==> src/rtl/reg_writeback_arb.sv <==
// reg_writeback_arb: merges the single-cycle ALU write-back path (A) and the
// buffered long-latency path (B) onto the register file's one write port.
// A has fixed priority; a starvation guard forces a B pop after STARVE_MAX
// consecutive A wins against a non-empty FIFO.
// Optional forwarding lookup over pending writes: define WB_ARB_FWD_EN.
module reg_writeback_arb #(
    parameter int unsigned DEPTH      = 4,
    parameter int unsigned STARVE_MAX = 8,
    parameter int unsigned AW         = 5,
    parameter int unsigned DW         = 32
) (
    input  logic                       clk,
    input  logic                       rst,
    input  logic                       a_valid,
    input  logic [AW-1:0]              a_reg,
    input  logic [DW-1:0]              a_dat,
    output logic                       a_hold,
    input  logic                       b_valid,
    output logic                       b_ready,
    input  logic [AW-1:0]              b_reg,
    input  logic [DW-1:0]              b_dat,
    output logic                       wr_en,
    output logic [AW-1:0]              wr_reg,
    output logic [DW-1:0]              wr_dat,
    output logic [$clog2(DEPTH+1)-1:0] fifo_cnt,
    input  logic [AW-1:0]              q_reg,
    output logic                       q_hit,
    output logic [DW-1:0]              q_dat
);

    localparam int unsigned CW = $clog2(DEPTH + 1);
    localparam int unsigned PW = $clog2(DEPTH);
    localparam int unsigned SW = $clog2(STARVE_MAX + 1);

    logic [AW-1:0] mem_reg_q [DEPTH];
    logic [DW-1:0] mem_dat_q [DEPTH];
    logic [PW-1:0] rd_ptr_q, wr_ptr_q;
    logic [CW-1:0] cnt_q;
    logic [SW-1:0] starve_q, starve_d;
    logic          a_hold_q, a_hold_d;
    logic          wr_en_q;
    logic [AW-1:0] wr_reg_q;
    logic [DW-1:0] wr_dat_q;

    logic fifo_empty, fifo_full, a_eff, push, pop;

    assign fifo_empty = (cnt_q == '0);
    assign fifo_full  = (cnt_q == CW'(DEPTH));
    assign b_ready    = !rst && !fifo_full;
    assign a_eff      = a_valid && !a_hold_q && (a_reg != '0);
    // Writes to r0 are accepted on the handshake but never stored.
    assign push       = b_valid && b_ready && (b_reg != '0);
    assign pop        = !a_eff && !fifo_empty;

    assign a_hold   = a_hold_q;
    assign wr_en    = wr_en_q;
    assign wr_reg   = wr_reg_q;
    assign wr_dat   = wr_dat_q;
    assign fifo_cnt = cnt_q;

    // Starvation count and the one-cycle hold it triggers on reaching the limit.
    always_comb begin
        starve_d = starve_q;
        if (pop || fifo_empty) begin
            starve_d = '0;
        end else if (a_eff) begin
            starve_d = starve_q + 1'b1;
        end
        a_hold_d = (starve_d == SW'(STARVE_MAX));
    end

    // FIFO storage; data only, so no reset is needed.
    always_ff @(posedge clk) begin
        if (push) begin
            mem_reg_q[wr_ptr_q] <= b_reg;
            mem_dat_q[wr_ptr_q] <= b_dat;
        end
    end

    // FIFO pointers/occupancy, starvation state and the registered write port.
    always_ff @(posedge clk or posedge rst) begin
        if (rst) begin
            rd_ptr_q <= '0;
            wr_ptr_q <= '0;
            cnt_q    <= '0;
            starve_q <= '0;
            a_hold_q <= 1'b0;
            wr_en_q  <= 1'b0;
            wr_reg_q <= '0;
            wr_dat_q <= '0;
        end else begin
            if (push) begin
                wr_ptr_q <= wr_ptr_q + 1'b1;
            end
            if (pop) begin
                rd_ptr_q <= rd_ptr_q + 1'b1;
            end
            if (push && !pop) begin
                cnt_q <= cnt_q + 1'b1;
            end else if (pop && !push) begin
                cnt_q <= cnt_q - 1'b1;
            end
            starve_q <= starve_d;
            a_hold_q <= a_hold_d;
            if (a_eff) begin
                wr_en_q  <= 1'b1;
                wr_reg_q <= a_reg;
                wr_dat_q <= a_dat;
            end else if (!fifo_empty) begin
                wr_en_q  <= 1'b1;
                wr_reg_q <= mem_reg_q[rd_ptr_q];
                wr_dat_q <= mem_dat_q[rd_ptr_q];
            end else begin
                wr_en_q  <= 1'b0;
            end
        end
    end

`ifdef WB_ARB_FWD_EN
    logic [PW-1:0] idx;

    // Forwarding lookup: output register first, then FIFO oldest-to-youngest,
    // so later matches override and the youngest pending write wins.
    always_comb begin
        q_hit = 1'b0;
        q_dat = '0;
        idx   = '0;
        if (q_reg != '0) begin
            if (wr_en_q && (wr_reg_q == q_reg)) begin
                q_hit = 1'b1;
                q_dat = wr_dat_q;
            end
            for (int unsigned i = 0; i < DEPTH; i++) begin
                idx = rd_ptr_q + PW'(i);
                if ((CW'(i) < cnt_q) && (mem_reg_q[idx] == q_reg)) begin
                    q_hit = 1'b1;
                    q_dat = mem_dat_q[idx];
                end
            end
        end
    end
`else
    logic unused_q_reg;
    assign unused_q_reg = ^q_reg;
    assign q_hit        = 1'b0;
    assign q_dat        = '0;
`endif

endmodule

==> config.mk <==
export PLATFORM = sky130hd
export DESIGN_NAME = reg_writeback_arb
export DESIGN_NICKNAME = d
export VERILOG_FILES = /design/src/rtl/reg_writeback_arb.sv
export SDC_FILE = /design/constraint.sdc
export NUM_CORES = 1
export LEC_CHECK = 0
export ABC_CLOCK_PERIOD_IN_PS = 5100
export BUFFER_PORTS_ARGS = -buffer_cell sky130_fd_sc_hd__buf_2
export CORE_ASPECT_RATIO = 1.2
export CORE_MARGIN = 8
export CORE_UTILIZATION = 35
export CTS_BUF_LIST = sky130_fd_sc_hd__clkbuf_8
export CTS_CLUSTER_DIAMETER = 60
export DETAILED_ROUTE_END_ITERATION = 8
export PLACE_DENSITY_LB_ADDON = 0.15
export SLEW_MARGIN = 20
export SYNTH_ARGS = -nofsm -noshare
export SYNTH_HDL_FRONTEND = slang
export SYNTH_SLANG_ARGS = --single-unit
==> constraint.sdc <==
create_clock -name clk -period 5.1 [get_ports clk]
set_input_delay 0.255 -clock clk [delete_from_list [all_inputs] [get_ports clk]]
set_output_delay 0.255 -clock clk [all_outputs]
set_load 0.01 [all_outputs]
### Word-level counts from Yosys, hierarchy flattened

Memories as Yosys holds them, arrays and structs flattened.
Cells that the tools add are included.

| storage, ports and cells | value |
|---|---|
| input bits | 83 |
| bits in writable memories | 148 |
| output and inout bits | 76 |
| bits in registers | 50 |
| logic and storage cells | 50 |
| memories | 2 |

Memories:

| memory | words | width | rd ports | clocked after memory_dff | write ports | RTL line | text |
|---|---|---|---|---|---|---|---|
| mem_dat_q | 4 | 32 | 1 | 0 | 1 | 36 | `logic [DW-1:0] mem_dat_q [DEPTH];` |
| mem_reg_q | 4 | 5 | 1 | 0 | 1 | 35 | `logic [AW-1:0] mem_reg_q [DEPTH];` |

| operators by class | value |
|---|---|
| add/sub/neg operators | 5 |
| reductions and logical operators | 20 |
| equal/unequal tests | 3 |
| multiplexer cells | 12 |

Operators with widths:

| operator | count |
|---|---|
| $mux 32 | 2 |
| $mux 5 | 2 |
| $reduce_bool 5->1 | 2 |
| $logic_and 1x1->1 | 8 |
| $mux 4 | 2 |
| $logic_not 1->1 | 7 |
| $mux 3 | 2 |
| $add 2x1->2 const B | 2 |
| $add 4x1->4 const B | 1 |
| $eq 4x4->1 const B | 1 |
| $mux 1 | 4 |
| $add 3x1->3 const B | 1 |
| $eq 3x3->1 const B | 1 |
| $logic_not 3->1 | 1 |
| $sub 3x1->3 const B | 1 |
| $ne 2x1->1 const B | 1 |
| $reduce_bool 2->1 | 1 |
| $logic_or 1x1->1 | 1 |

### Logic depth before layout (Yosys ltp)

| depth | value |
|---|---|
| depth after elaboration | 9 |
| gate-level depth with buffers | 10 |
| gate-level depth less buffers | 9 |

### Worst setup path after synthesis

Ideal clock, no wire load.

| timing | value |
|---|---|
| path type | register to register |
| start point | register cnt_q[0], in the netlist fifo_cnt[0] |
| end point | memory mem_dat_q[0][0] (enable) |
| buffers on the path | 0 |
| path slack | 2.647 ns |
| clock period less this slack | 2.453 ns |
| required time | 4.702 ns |
| library setup time | 0.398 ns |
| stages on the path, launching flop included | 5 |
| arrival | 2.055 ns |
| cell sequence | dfrtp_1 > nor2_1 > a21oi_1 > o211a_1 > and2_1 |

| on the way | value |
|---|---|
| cells in the longest elaborated chain, start to end | 7 |

Ends and longest elaborated chain:

| what | RTL line | text |
|---|---|---|
| start, declared | 38 | `logic [CW-1:0] cnt_q;` |
| start signal, assigned | 99 | `cnt_q <= cnt_q + 1'b1;` |
| start signal, assigned | 101 | `cnt_q <= cnt_q - 1'b1;` |
| $eq 3x3->1 | 48 | `assign fifo_full = (cnt_q == CW'(DEPTH));` |
| $logic_not 1->1 | 49 | `assign b_ready = !rst && !fifo_full;` |
| $logic_and 1x1->1 | 49 |  |
| via b_ready | 19 | `output logic b_ready,` |
| $logic_and 1x1->1 (2 in a row) | 52 | `assign push = b_valid && b_ready && (b_reg != '0);` |
| via push | 45 | `logic fifo_empty, fifo_full, a_eff, push, pop;` |
| $mux 1 | 74 | `if (push) begin` |
| $mux 1 (not written as such) | 76 | `mem_dat_q[wr_ptr_q] <= b_dat;` |
| end, declared | 36 |  |

The timed path passes the listed nets, and every way through them passes these cells.

### Final worst setup path

| timing | value |
|---|---|
| start point | register cnt_q[0], in the netlist fifo_cnt[0] |
| end point | register cnt_q[2], in the netlist fifo_cnt[2] |

| on the way | value |
|---|---|
| cells in the longest elaborated chain, start to end | 8 |
| elaborated cells between the ends (all ways) | 17 |
| classes of those cells | add/sub (2); eq/ne (1); mux (2); reduce/logical (12) |

Ends and longest elaborated chain:

| what | RTL line | text |
|---|---|---|
| $eq 3x3->1 | 48 |  |
| $logic_not 1->1 | 49 |  |
| $logic_and 1x1->1 | 49 |  |
| $logic_and 1x1->1 (2 in a row) | 52 |  |
| $logic_not 1->1 | 100 | `end else if (pop && !push) begin` |
| $logic_and 1x1->1 | 100 |  |
| $reduce_bool 2->1 (no source line) | n/a |  |

Several ways; a longest one is shown, not always the timed one. The select of a mux whose other input is x is not followed.
A chain may end at the register's enable or synchronous reset.

==> summary.md <==
| Metric | Value |
|---|---|
| Status | `completed` |
| Layout cells sized above 1 | `31.17%` |
| Worst r2r src | `fifo_cnt[0]` |
| Worst EP required | `between 5 and 6 ns` |
| Setup Skew | `0.01146 ns` |
| Number of gates resized after CTS | `0` |
| Fill count | `just over 2000` |
| Final Non-Filler Cells | `927` |
| RSZ-0062 raised after global routing | `no` |
| Largest stage delay, worst path | `0.93 ns` |
| CP Launch Point | `fifo_cnt[0]` |
| Fmax | `0.3567 GHz` |
| Share of the synthesized area in the top cell type | `56.33%` |
| Gr usage total | `between 10 and 15%` |
| Vias per inst | `4.789` |
| Cts bufs inserted | `17` |
| Top delay family on crit path | `simple AND/OR/NAND/NOR gates` |
| First-pass DRT Iterations | `4` |
| Async set-reset flop share out of synthesis | `25.25%` |
| CTS tree | `yes` |
| Hpwl dp | `10540 um` |
| Routed Antenna Nets | `0` |
| Hold Path Class | `in -> reg` |
| Crit-path most repeated cell | `xor2_1` |
| CTS clk-pin slew, worst paths | `0.10 ns` |
| Most flop-heavy register | `mem_dat_q` |
| Slew margin rel. | `31.27%` |
| Slew Limit Fails | `0` |
| CTS sink count | `just under 200` |
| Post-Syn Instances | `483` |
| PwrDens | `472.8 mW/mm2` |
| Synth area leader | `edfxtp_1` |
| Max-cap viol count | `0` |
| Placed cells | `around 860` |
| Total gr overflow | `0` |
| Crit. End Element | `flop` |
| # rows | `60` |
| Register area share after synthesis | `between 70% and 80%` |
| Global-route wire length before repair | `roughly 27000 um` |
| H-tree depth | `4` |
| Synth Cell Area | `0.007890 mm2` |
| Skew-Pair Late Insertion Delay | `0.45 ns` |
| Die W | `roughly 150 um` |
| Sum Neg Setup Slack | `0 ns` |
| Largest net degree at the start of global routing | `81` |
| Syn avg cell area | `16.34 um2` |
| 1st-iter DRT viols | `185` |
| Post-CTS setup buffer count | `0` |
| Synth Warn # | `0` |
| Die Y | `180.5 um` |
| Core Footprint | `about 0.022 mm2` |
| Initial Util | `a little over a third` |
| DIE AREA | `approximately 0.028 mm2` |
| Largest register FFs | `roughly 130` |
| Via count | `4439` |
| Final Hold Fails | `0` |
| Root buffer cell | `clkbuf_8` |
| Cts-stage hold buffer count | `33` |
| Critical path's slowest cell | `or3_2` |
| Port buffer count | `120` |
| Netlist cell types | `29` |
| Total wire length | `approximately 17000 um` |
| Nets | `725` |
| CP Buf/Inv Count | `1` |
| #FFs+latches synth | `198` |
| Setup CP Type | `reg -> reg` |
| GP Congestion | `between 0.7 and 0.8` |
| Clock tree buffer depth | `2` |
| Fin crit share | `54.97%` |
| Final setup viols | `0` |
| Largest cells by area after synthesis | `edfxtp_1, dfrtp_1, mux4_2` |
| Crit-path cells | `or3_2 > nand2_1 > ha_1 > inv_1 > fa_1 > xor2_1 > nor2_1 > xor2_1` |
| Final hold slack | `between 0.03 and 0.04 ns` |
| Post-synth EDFFs | `148` |
| CP max FO | `39` |
| CP Launch Type | `flop` |
| Hold path startpoint | `b_dat[3]` |
| Crit path DAT | `3.17 ns` |
| ANT cells | `0` |
| Crit path time final | `2.804 ns` |
| Static leakage | `about 3.5 nW` |
| Initial antenna violation count | `1` |
| Most used DFF post-synth | `edfxtp_1` |
| Number of global-route vias before repair | `between 4000 and 5000` |
| # IOs | `159` |
| Number of remaining DRC errors | `0` |
| Worst-Margin Slew | `just over 1 ns` |
| Relative area change from synthesis to final layout | `18.87%` |
| Wire length per cell | `18.40 um` |
| Max VDD drop | `~0.00017 V` |
## cell type report
cell class	count	area, um2	share of cell area [%]
multi-input cells	256	1954	20.84
repair buffers	158	980.9	10.46
flip-flops and latches	198	5698	60.75
inverters	4	15.01	0.1601
well taps	279	349.1	3.722
clock inverters	14	133.9	1.427
clock buffers	18	247.7	2.641
## final timing paths
kind                                         to  slack [ns]  cells past startpoint
worst max-delay path                fifo_cnt[2]        2.30                      8
worst min-delay path            mem_dat_q[1][3]        0.04                      1
worst max register to register      fifo_cnt[2]        2.30                      8
worst min register to register      starve_q[0]        0.50                      1
max in group asynchronous           fifo_cnt[1]        3.86                      4
min in group asynchronous            wr_dat[29]        0.41                      3
## kinds of logic (layout without fill, tap and decap cells)
logic type      Yosys count  in the layout  share of synthesized area (%)
compound gates           40             40                          3.394
flops                   198            198                          72.19
other cells               1             33                        0.04753
xor+xnor                  8              8                         0.8881
buf+inv                  61            194                          4.757
mux                      39             39                          10.85
fa+ha+maj                 7              7                          1.205
simple gates            129            129                          6.676
## per-layer routing
layer,up-vias,part of all wire [%],track usage (%)
met5,-,0.076,0
met4,2,0.81,4.243
met3,12,5.7,3.791
met2,114,53,22.49
met1,2273,40,14.85
li1,2038,-,-
## power by group
| part | internal (W) | leakage (nW) | total (W) | switching [W] |
|---|---|---|---|---|
| registers | 0.00201 | 1.92 | 0.00225 | 0.000236 |
| logic | 0.000590 | 1.42 | 0.00121 | 0.000617 |
| clock network | 0.000446 | 0.201 | 0.000978 | 0.000532 |
## cells in the final DEF, fill, tap and decap left out
master,netlist,layout
fa_1,1,1
o211a_1,1,1
xnor2_1,5,5
buf_4,35,4
a31oi_1,35,35
xor2_1,3,3
nor3b_1,1,1
or4_1,2,2
inv_1,4,4
inv_2,0,1
dfrtp_1,50,48
nor3_2,0,1
and2_2,0,1
edfxtp_1,148,148
dfrtp_2,0,2
clkbuf_8,0,18
nand3_1,4,4
clkinv_1,0,3
inv_6,0,3
a21oi_1,1,1
nor3_1,4,3
buf_2,12,120
mux4_2,37,37
o21ai_4,1,1
conb_1,1,33
clkinv_2,0,3
nand2_1,74,74
nor2_1,37,37
dlygate4sd3_1,0,33
nor2b_1,1,1
ha_1,6,6
bufinv_16,0,2
a32oi_1,2,2
or3_2,0,1
and2_4,0,3
mux2_2,2,2
and4b_1,1,1
buf_12,0,1
clkinv_4,0,2
## stage by stage
step / power (W) / instance area, um2 / utilization, % / setup slack, ns
floorplan: 0.003076 / 8010 / - / 2.647
global placement: 0.003485 / 8643 / 38.77 / 2.323
detailed placement: 0.003532 / 8667 / 38.87 / 2.295
CTS: 0.004535 / 9379 / 42.07 / 2.260
global route: 0.004722 / 9379 / 42.07 / 2.095
finish: 0.004434 / 9379 / 42.07 / 2.296
## synthesized netlist by cell type (2+ instances only)
cell,n
nand3_1,4
mux4_2,37
buf_2,12
edfxtp_1,148
xor2_1,3
a32oi_1,2
ha_1,6
xnor2_1,5
dfrtp_1,50
a31oi_1,35
or4_1,2
inv_1,4
buf_4,35
nor3_1,4
clkbuf_1,9
nand2_1,74
nor2_1,37
and2_1,4
mux2_2,2
(Power assumes the default switching activity.)
